File: src/rtl/tensor_core_stream_controller.sv
// Streaming front end for small_tensor_core: assembles two 3x3 operands from a byte
// stream, runs one core operation for a fixed window and streams the 3x3 result out.
module tensor_core_stream_controller #(
    parameter int unsigned COMPUTE_CYCLES = 12
) (
    input  logic              clock_in,
    input  logic              reset_in,
    input  logic              in_valid,
    output logic              in_ready,
    input  logic signed [7:0] in_data,
    input  logic        [2:0] in_opcode,
    output logic              out_valid,
    input  logic              out_ready,
    output logic signed [7:0] out_data,
    output logic              out_last,
    output logic              busy,
    output logic              should_start_tensor_core,
    output logic        [2:0] matrix_operation_select,
    output logic signed [7:0] tensor_core_input1 [3][3],
    output logic signed [7:0] tensor_core_input2 [3][3],
    input  logic signed [7:0] tensor_core_output [3][3]
);

    localparam int unsigned CW = (COMPUTE_CYCLES > 1) ? $clog2(COMPUTE_CYCLES) : 1;

    typedef enum logic [2:0] {
        S_IDLE,
        S_LOAD,
        S_START,
        S_WAIT,
        S_CAPTURE,
        S_DRAIN
    } state_t;

    state_t            state;
    state_t            state_next;
    logic        [2:0] op_reg;
    logic        [4:0] beat_idx;
    logic        [4:0] last_idx;
    logic     [CW-1:0] wait_cnt;
    logic        [3:0] out_idx;
    logic signed [7:0] result [9];
    logic        [3:0] elem;
    logic        [1:0] row;
    logic        [1:0] col;
    logic              in_fire;
    logic              out_fire;
    logic              op_supported;

    assign in_fire      = in_valid && in_ready;
    assign out_fire     = out_valid && out_ready;
    assign op_supported = (op_reg <= 3'd2);
    assign last_idx     = (op_reg == 3'b010) ? 5'd8 : 5'd17;

    // Beats 0..8 fill A and 9..17 fill B, both row-major.
    always_comb begin
        elem = (beat_idx < 5'd9) ? beat_idx[3:0] : 4'(beat_idx - 5'd9);
        row  = 2'(elem / 4'd3);
        col  = 2'(elem % 4'd3);
    end

    always_ff @(posedge clock_in) begin
        if (reset_in) begin
            state <= S_IDLE;
        end else begin
            state <= state_next;
        end
    end

    always_comb begin
        state_next = state;
        case (state)
            S_IDLE:    if (in_fire) state_next = S_LOAD;
            S_LOAD:    if (in_fire && (beat_idx == last_idx)) state_next = S_START;
            S_START:   state_next = S_WAIT;
            S_WAIT:    if (wait_cnt == CW'(COMPUTE_CYCLES - 1)) state_next = S_CAPTURE;
            S_CAPTURE: state_next = S_DRAIN;
            S_DRAIN:   if (out_fire && out_last) state_next = S_IDLE;
            default:   state_next = S_IDLE;
        endcase
    end

    always_comb begin
        in_ready                 = (state == S_IDLE) || (state == S_LOAD);
        busy                     = (state != S_IDLE);
        should_start_tensor_core = (state == S_START) && op_supported;
        out_valid                = (state == S_DRAIN);
        out_last                 = (state == S_DRAIN) && (out_idx == 4'd8);
        out_data                 = result[out_idx];
    end

    always_ff @(posedge clock_in) begin
        if (reset_in) begin
            op_reg                  <= '0;
            beat_idx                <= '0;
            wait_cnt                <= '0;
            out_idx                 <= '0;
            matrix_operation_select <= '0;
            for (int unsigned r = 0; r < 3; r++) begin
                for (int unsigned c = 0; c < 3; c++) begin
                    tensor_core_input1[r][c] <= '0;
                    tensor_core_input2[r][c] <= '0;
                    result[r*3+c]            <= '0;
                end
            end
        end else begin
            case (state)
                S_IDLE: begin
                    if (in_fire) begin
                        op_reg <= in_opcode;
                        for (int unsigned r = 0; r < 3; r++) begin
                            for (int unsigned c = 0; c < 3; c++) begin
                                tensor_core_input1[r][c] <= '0;
                                tensor_core_input2[r][c] <= '0;
                            end
                        end
                        tensor_core_input1[0][0] <= in_data;
                        beat_idx <= 5'd1;
                    end
                end
                S_LOAD: begin
                    if (in_fire) begin
                        if (beat_idx < 5'd9) begin
                            tensor_core_input1[row][col] <= in_data;
                        end else begin
                            tensor_core_input2[row][col] <= in_data;
                        end
                        if (beat_idx == last_idx) begin
                            beat_idx                <= '0;
                            matrix_operation_select <= op_reg;
                        end else begin
                            beat_idx <= beat_idx + 5'd1;
                        end
                    end
                end
                S_START: wait_cnt <= '0;
                S_WAIT:  wait_cnt <= wait_cnt + CW'(1);
                S_CAPTURE: begin
                    // Unsupported opcodes never pulse the core, so their result is forced to zero.
                    for (int unsigned r = 0; r < 3; r++) begin
                        for (int unsigned c = 0; c < 3; c++) begin
                            result[r*3+c] <= op_supported ? tensor_core_output[r][c] : 8'sd0;
                        end
                    end
                    out_idx <= '0;
                end
                S_DRAIN: begin
                    if (out_fire) begin
                        out_idx <= out_last ? 4'd0 : out_idx + 4'd1;
                    end
                end
                default: ;
            endcase
        end
    end

endmodule

File: config.mk
export PLATFORM = sky130hd
export DESIGN_NAME = tensor_core_stream_controller
export DESIGN_NICKNAME = d
export VERILOG_FILES = /design/src/rtl/tensor_core_stream_controller.sv
export SDC_FILE = /design/constraint.sdc
export NUM_CORES = 1
export LEC_CHECK = 0
export ABC_AREA = 1
export CAP_MARGIN = 20
export CORE_UTILIZATION = 30
export DETAILED_ROUTE_END_ITERATION = 12
export GPL_TIMING_DRIVEN = 0
export PLACE_DENSITY_LB_ADDON = 0.1
export SYNTH_ARGS = -nofsm -noshare
export SYNTH_HDL_FRONTEND = slang
export SYNTH_SLANG_ARGS = --single-unit
export TNS_END_PERCENT = 10
File: constraint.sdc
create_clock -name clock_in -period 8.8 [get_ports clock_in]
set_input_delay 2.2 -clock clock_in [delete_from_list [all_inputs] [get_ports clock_in]]
set_output_delay 2.2 -clock clock_in [all_outputs]
set_load 0.02 [all_outputs]
==> flow_summary.ini, run 1 <==
[run_status]
outcome = finished, final reports clean

[power]
totalPowerFinal_mw = 3.58
powerDensity_nw_per_um2 = 246
p_leak_nw = 5.34
ir_drop_uv = 137

[cells_and_area]
finish.utilization_pct = 42.0
reg_top3 = result (72), tensor_core_input1 (72), tensor_core_input2 (72)
regArea_um2 = 5570
multi_input_area_um2 = 4300
layout-drive-gt1-share_pct = 7.65
synthToLayoutAreaGrowth_pct = 37.3
diodes = 0
fillers = 3536
finalNetCount = 1683

[logic_synthesis]
synth_top_cell_area_share_pct = 32.1
ys_seq_area_share_pct = 52.5
synth.area.mux_share_pct = 1.51
yosys.area.top_type = dfxtp_1
synth_fa_ha_area_share_pct = 0.945
syn_area_per_cell_um2 = 8.09
ys_types = 44
ys_seq_elements = 242
synth-simple-area-share_pct = 26.2
yosysWarnings = 0
synth_nets = 1405
synthTopCellsByArea = dfxtp_1, edfxtp_1, nand2_1
synth_top_family_by_area = simple AND/OR/NAND/NOR gates
syn_area_um2 = 10600
synth-xor-area-share_pct = 0.165
syn_inst = 1310
synth_compound_area_share_pct = 11.7

[routing]
vias = 9412
avgRoutedWirePerCell_um = 17.2
firstDrtPassIters = 5
drt_iter0_drc = 394
antenna_left = 0
vias_per_cell = 4.56
finalWirelength_mm = 35.5
drc = 0

[setup_path]
crit_type = reg -> out
reg2reg_depth = 21
end_kind = output pin
crit_fanout = 10
arrival_ns = 3.67
startpoint_type = flip-flop
critPathRequiredTime_ns = 6.60

[clock_network]
clock_path_buffers = 3
clock_latency_ns = 0.57
cts_buffers = 29
ctsHoldBuffers = 0
cts_resized = 0
clock_sinks = 242
root_buffer = clkbuf_16
htree_levels = 1
cts_setup_buffers = 0
clkTransAtPathRegs_ns = 0.06
cts_tree = done

[placement]
dp.final_hpwl_mm = 25.8
gp_congestion = 0.833
dp_slack_ns = 3.41
portBuffers = 245

[sta]
tightest_slew_ns = 0.897
rsz0062_at_grt = false
hold_viol_final = 0
finalSetupViolations = 0
final-max-slew-violation-count = 0
relSlewSlack_pct = 40.2
setup_ws_ns = 2.93
fin_crit_ns = 5.87
skew_ns = 0.0305
max_freq_mhz = 170
period_share_pct = 66.7

[global_routing]
grtUsageTotal_pct = 19.4
grt_pass1_wl_mm = 54.3
antenna_found_initial = 0
grt_max_degree = 30
overflow = 0
grt_pass1_vias = 9338

[floorplanning]
core-area_um2 = 34600
die_area_um2 = 36100
io_pins = 247
num_rows = 68
start_util_pct = 30.6
die_h_um = 190
die_w_um = 190

[job]
drv_cap = 0

[hold_path]
min_path_cells = 2
hold_path_class = reg -> reg
==> metal layers <==
metal,global-route usage [%],up-vias,wire length [µm],share of wire [%]
met4,5.24,0,892,2.5
met2,32.7,258,16500,46
met3,6.35,48,2920,8.2
met1,23.6,4337,15300,43
met5,0,-,0,0
li1,-,4769,-,-
==> through the flow <==
stage,instances,area [µm²],hold WS [ns],setup TNS (ns)
floorplan,1310,10600,0.450,0
global placement,2010,13600,0.447,-7.68
detailed placement,2012,13700,0.452,0
CTS,2063,14500,0.461,0
global route,2063,14500,0.472,0
finish,2063,14500,0.459,0
==> placed cells by master, fill, tap and decap left out, drive strengths merged, types with 3 or more instances in the layout <==
cell / n
mux2i: 16
nor3: 11
o211ai: 16
a21oi: 174
dfxtp: 170
ha: 8
nand2: 384
clkdlybuf4s50: 245
buf: 10
clkbuf: 85
nand4: 3
nand3b: 7
o21ai: 31
a211oi: 4
clkinv: 11
edfxtp: 72
nor2: 182
inv: 135
nand3: 34
==> cell usage after synthesis (all sizes together) <==
library cell and instances:
nand2 384, nor2 182, a21oi 174, dfxtp 170, inv 134, edfxtp 72, clkbuf 46, nand3 34
o21ai 31, mux2i 16, o211ai 16, nor3 11, buf 8, ha 8, nand3b 7, a211oi 4
nand4 3, a221oi 1, and2 1, and3 1, clkinv 1, nor3b 1, o22ai 1, o31ai 1
or2 1, xnor2 1, xor2 1
==> cell type report <==
type / instances / area share (%)
Clock inverter: 12 / 0.490
Tap cell: 455 / 3.92
Buffer: 54 / 1.57
Inverter: 135 / 3.49
Clock buffer: 39 / 5.52
Multi-Input combinational cell: 879 / 29.6
Timing Repair Buffer: 247 / 17.1
Sequential cell: 242 / 38.3
==> power breakdown <==
| group | internal, mW | total (mW) | switching (mW) |
|---|---|---|---|
| combinational | 0.341 | 1.15 | 0.804 |
| clock | 0.636 | 1.12 | 0.483 |
| sequential | 1.27 | 1.31 | 0.0470 |
| total | 2.24 | 3.58 | 1.33 |
==> worst paths after layout <==
check / start / endpoint / slack (ns)
setup / recovery: flip-flop / out_data[2] / 2.93
hold / removal: tensor_core_input1[10]$_SDFFE_PP0P_ / tensor_core_input1[10]$_SDFFE_PP0P_ / 0.46
setup reg to reg: beat_idx[1]$_SDFFE_PP0P_ / tensor_core_input2[7]$_SDFFE_PP0P_ / 5.26
hold reg to reg: tensor_core_input1[10]$_SDFFE_PP0P_ / tensor_core_input1[10]$_SDFFE_PP0P_ / 0.46
==> critical path, stage by stage (launching register included) <==
cell	delay (ns)
dfxtp_1	0.34
buf_1	0.62
clkbuf_1	0.71
mux2i_1	0.17
o211ai_1	0.40
nand3_1	0.19
nand2_1	0.09
clkdlybuf4s50_1	0.60
==> kinds of logic (layout without fill, tap and decap cells) <==
logic type / after synthesis / after routing
muxes: 16 / 16
buffers and inverters: 189 / 487
DFF: 242 / 242
and+or+nand+nor: 625 / 625
AOI/OAI and AO/OA: 228 / 228
adders and majority gates: 8 / 8
xor gates and xnor gates: 2 / 2
Note: power is estimated with default switching activity, not from simulation.
==> inputs of run 2 (changes only) <==
==> constraint.sdc (replaced) <==
create_clock -name clock_in -period 5.7 [get_ports clock_in]
set_input_delay 1.425 -clock clock_in [delete_from_list [all_inputs] [get_ports clock_in]]
set_output_delay 1.425 -clock clock_in [all_outputs]
set_load 0.02 [all_outputs]
==> run 2 against run 1 <==
Net effect:
- total power up 59%
- wire length up 0.42%
- clock power up 69%
- count of clock-buffer cells in the layout up 8
- register-to-register slack worse by 3.1 ns
- combinational power up 55%
- die area unchanged
- critical path depth unchanged
- utilization up 0.31 points
- sequential share of layout area down 0.28 points
- global-route usage about the same
- final cell count about the same
- critical path type unchanged
- largest cell class unchanged
- largest power group unchanged
- highest routed layer unchanged
==> flow_summary.ini, run 2 (same netlist as run 1, synthesis figures left out) <==
[global_routing]
grt_pass1_wl_mm = 53.6
overflow = 0
grt_pass1_vias = 9136
grtUsageTotal_pct = 19.4
grt_max_degree = 32
antenna_found_initial = 0

[clock_network]
cts_buffers = 29
clkTransAtPathRegs_ns = 0.06
clock_sinks = 242
clock_path_buffers = 3
ctsHoldBuffers = 0
htree_levels = 1
cts_resized = 0
cts_tree = done
root_buffer = clkbuf_16
cts_setup_buffers = 0
clock_latency_ns = 0.57

[hold_path]
hold_path_class = reg -> reg

[routing]
firstDrtPassIters = 4
antenna_left = 0
vias_per_cell = 4.59
avgRoutedWirePerCell_um = 17.3
vias = 9487
drc = 0
drt_iter0_drc = 439
finalWirelength_mm = 35.7

[job]
drv_cap = 0

[sta]
period_share_pct = 89.2
fin_crit_ns = 5.09
final-max-slew-violation-count = 0
relSlewSlack_pct = 43.5
hold_viol_final = 0
tns_ns = 0
finalSetupViolations = 0
skew_ns = 0.0285
rsz0062_at_grt = false
max_freq_mhz = 197
tightest_slew_ns = 0.847

[setup_path]
crit_fanout = 10
startpoint_type = flip-flop
critPathRequiredTime_ns = 4.28
end_kind = output pin
arrival_ns = 3.66
crit_type = reg -> out

[cells_and_area]
synthToLayoutAreaGrowth_pct = 38.3
layout-drive-gt1-share_pct = 7.95
diodes = 0
finish.utilization_pct = 42.3
fin_cells = 2065
fin_area_um2 = 14600
final_common_cell = nand2_1
finalNetCount = 1683
reg_top3 = result (72), tensor_core_input1 (72), tensor_core_input2 (72)
mostFrequentLayoutCells = nand2_1, clkdlybuf4s50_1, nor2_1, dfxtp_1, a21oi_1

[power]
powerDensity_nw_per_um2 = 389
ir_drop_uv = 280
p_leak_nw = 5.40

[placement]
portBuffers = 245
postPlaceCellArea_um2 = 13700
dp.final_hpwl_mm = 25.9
dpl.cell_count = 2012
gp_congestion = 0.841

[run_status]
outcome = finished, final reports clean

[floorplanning]
die_area_um2 = 36100
start_util_pct = 30.6
num_rows = 68
io_pins = 247
die_h_um = 190
die_w_um = 190
core-area_um2 = 34600
run 2: final timing paths:
path / startpoint / depth (start not counted) / slack (ns) / end
worst min register to register: tensor_core_input2[13]$_SDFFE_PP0P_ / 2 / 0.46 / tensor_core_input2[13]$_SDFFE_PP0P_
worst max register to register: beat_idx[1]$_SDFFE_PP0P_ / 21 / 2.17 / tensor_core_input2[54]$_SDFFE_PP0P_
worst max-delay path: flip-flop / 7 / 0.61 / out_data[0]
worst min-delay path: tensor_core_input2[13]$_SDFFE_PP0P_ / 2 / 0.46 / tensor_core_input2[13]$_SDFFE_PP0P_
run 2: per-layer routing:
metal  vias up  part of all wire (%)  track usage (%)
met5         -                     0                0
met4         0                   3.0             6.30
met3        60                   8.6             6.00
met2       282                    46             31.9
met1      4368                    43             24.1
li1       4777                     -                -
run 2: where the power goes:
group | internal [mW] | switching, mW | leakage [nW] | total, mW
Sequential | 1.96 | 0.0726 | 2.13 | 2.03
Clock | 1.15 | 0.741 | 0.486 | 1.89
Combinational | 0.527 | 1.25 | 2.78 | 1.78
Total | 3.63 | 2.07 | 5.40 | 5.70
run 2: layout make-up:
type,instances,area (µm²)
clock inverter,6,95.1
fill,3509,20000
sequential,242,5570
multi-input combinational,879,4300
buffer,54,228
timing repair buffer,247,2490
inverter,135,507
tap,455,569
clock buffer,47,887
run 2: worst max-delay path, cell delays in order, from the launching register on:
cell and delay, ns:
dfxtp_1 0.34, buf_1 0.61, clkbuf_1 0.70, mux2i_1 0.20
o211ai_1 0.41, nand3_1 0.17, nand2_1 0.09, clkdlybuf4s50_1 0.59
run 2: through the flow:
stage | hold slack [ns] | worst slack, ns | total power, mW
after floorplan | 0.450 | 0.851 | 3.13
after global placement | 0.447 | -1.07 | 3.85
after detailed placement | 0.453 | 1.14 | 3.86
after CTS | 0.461 | 0.541 | 5.77
after global routing | 0.474 | 0.464 | 5.99
final | 0.461 | 0.615 | 5.70
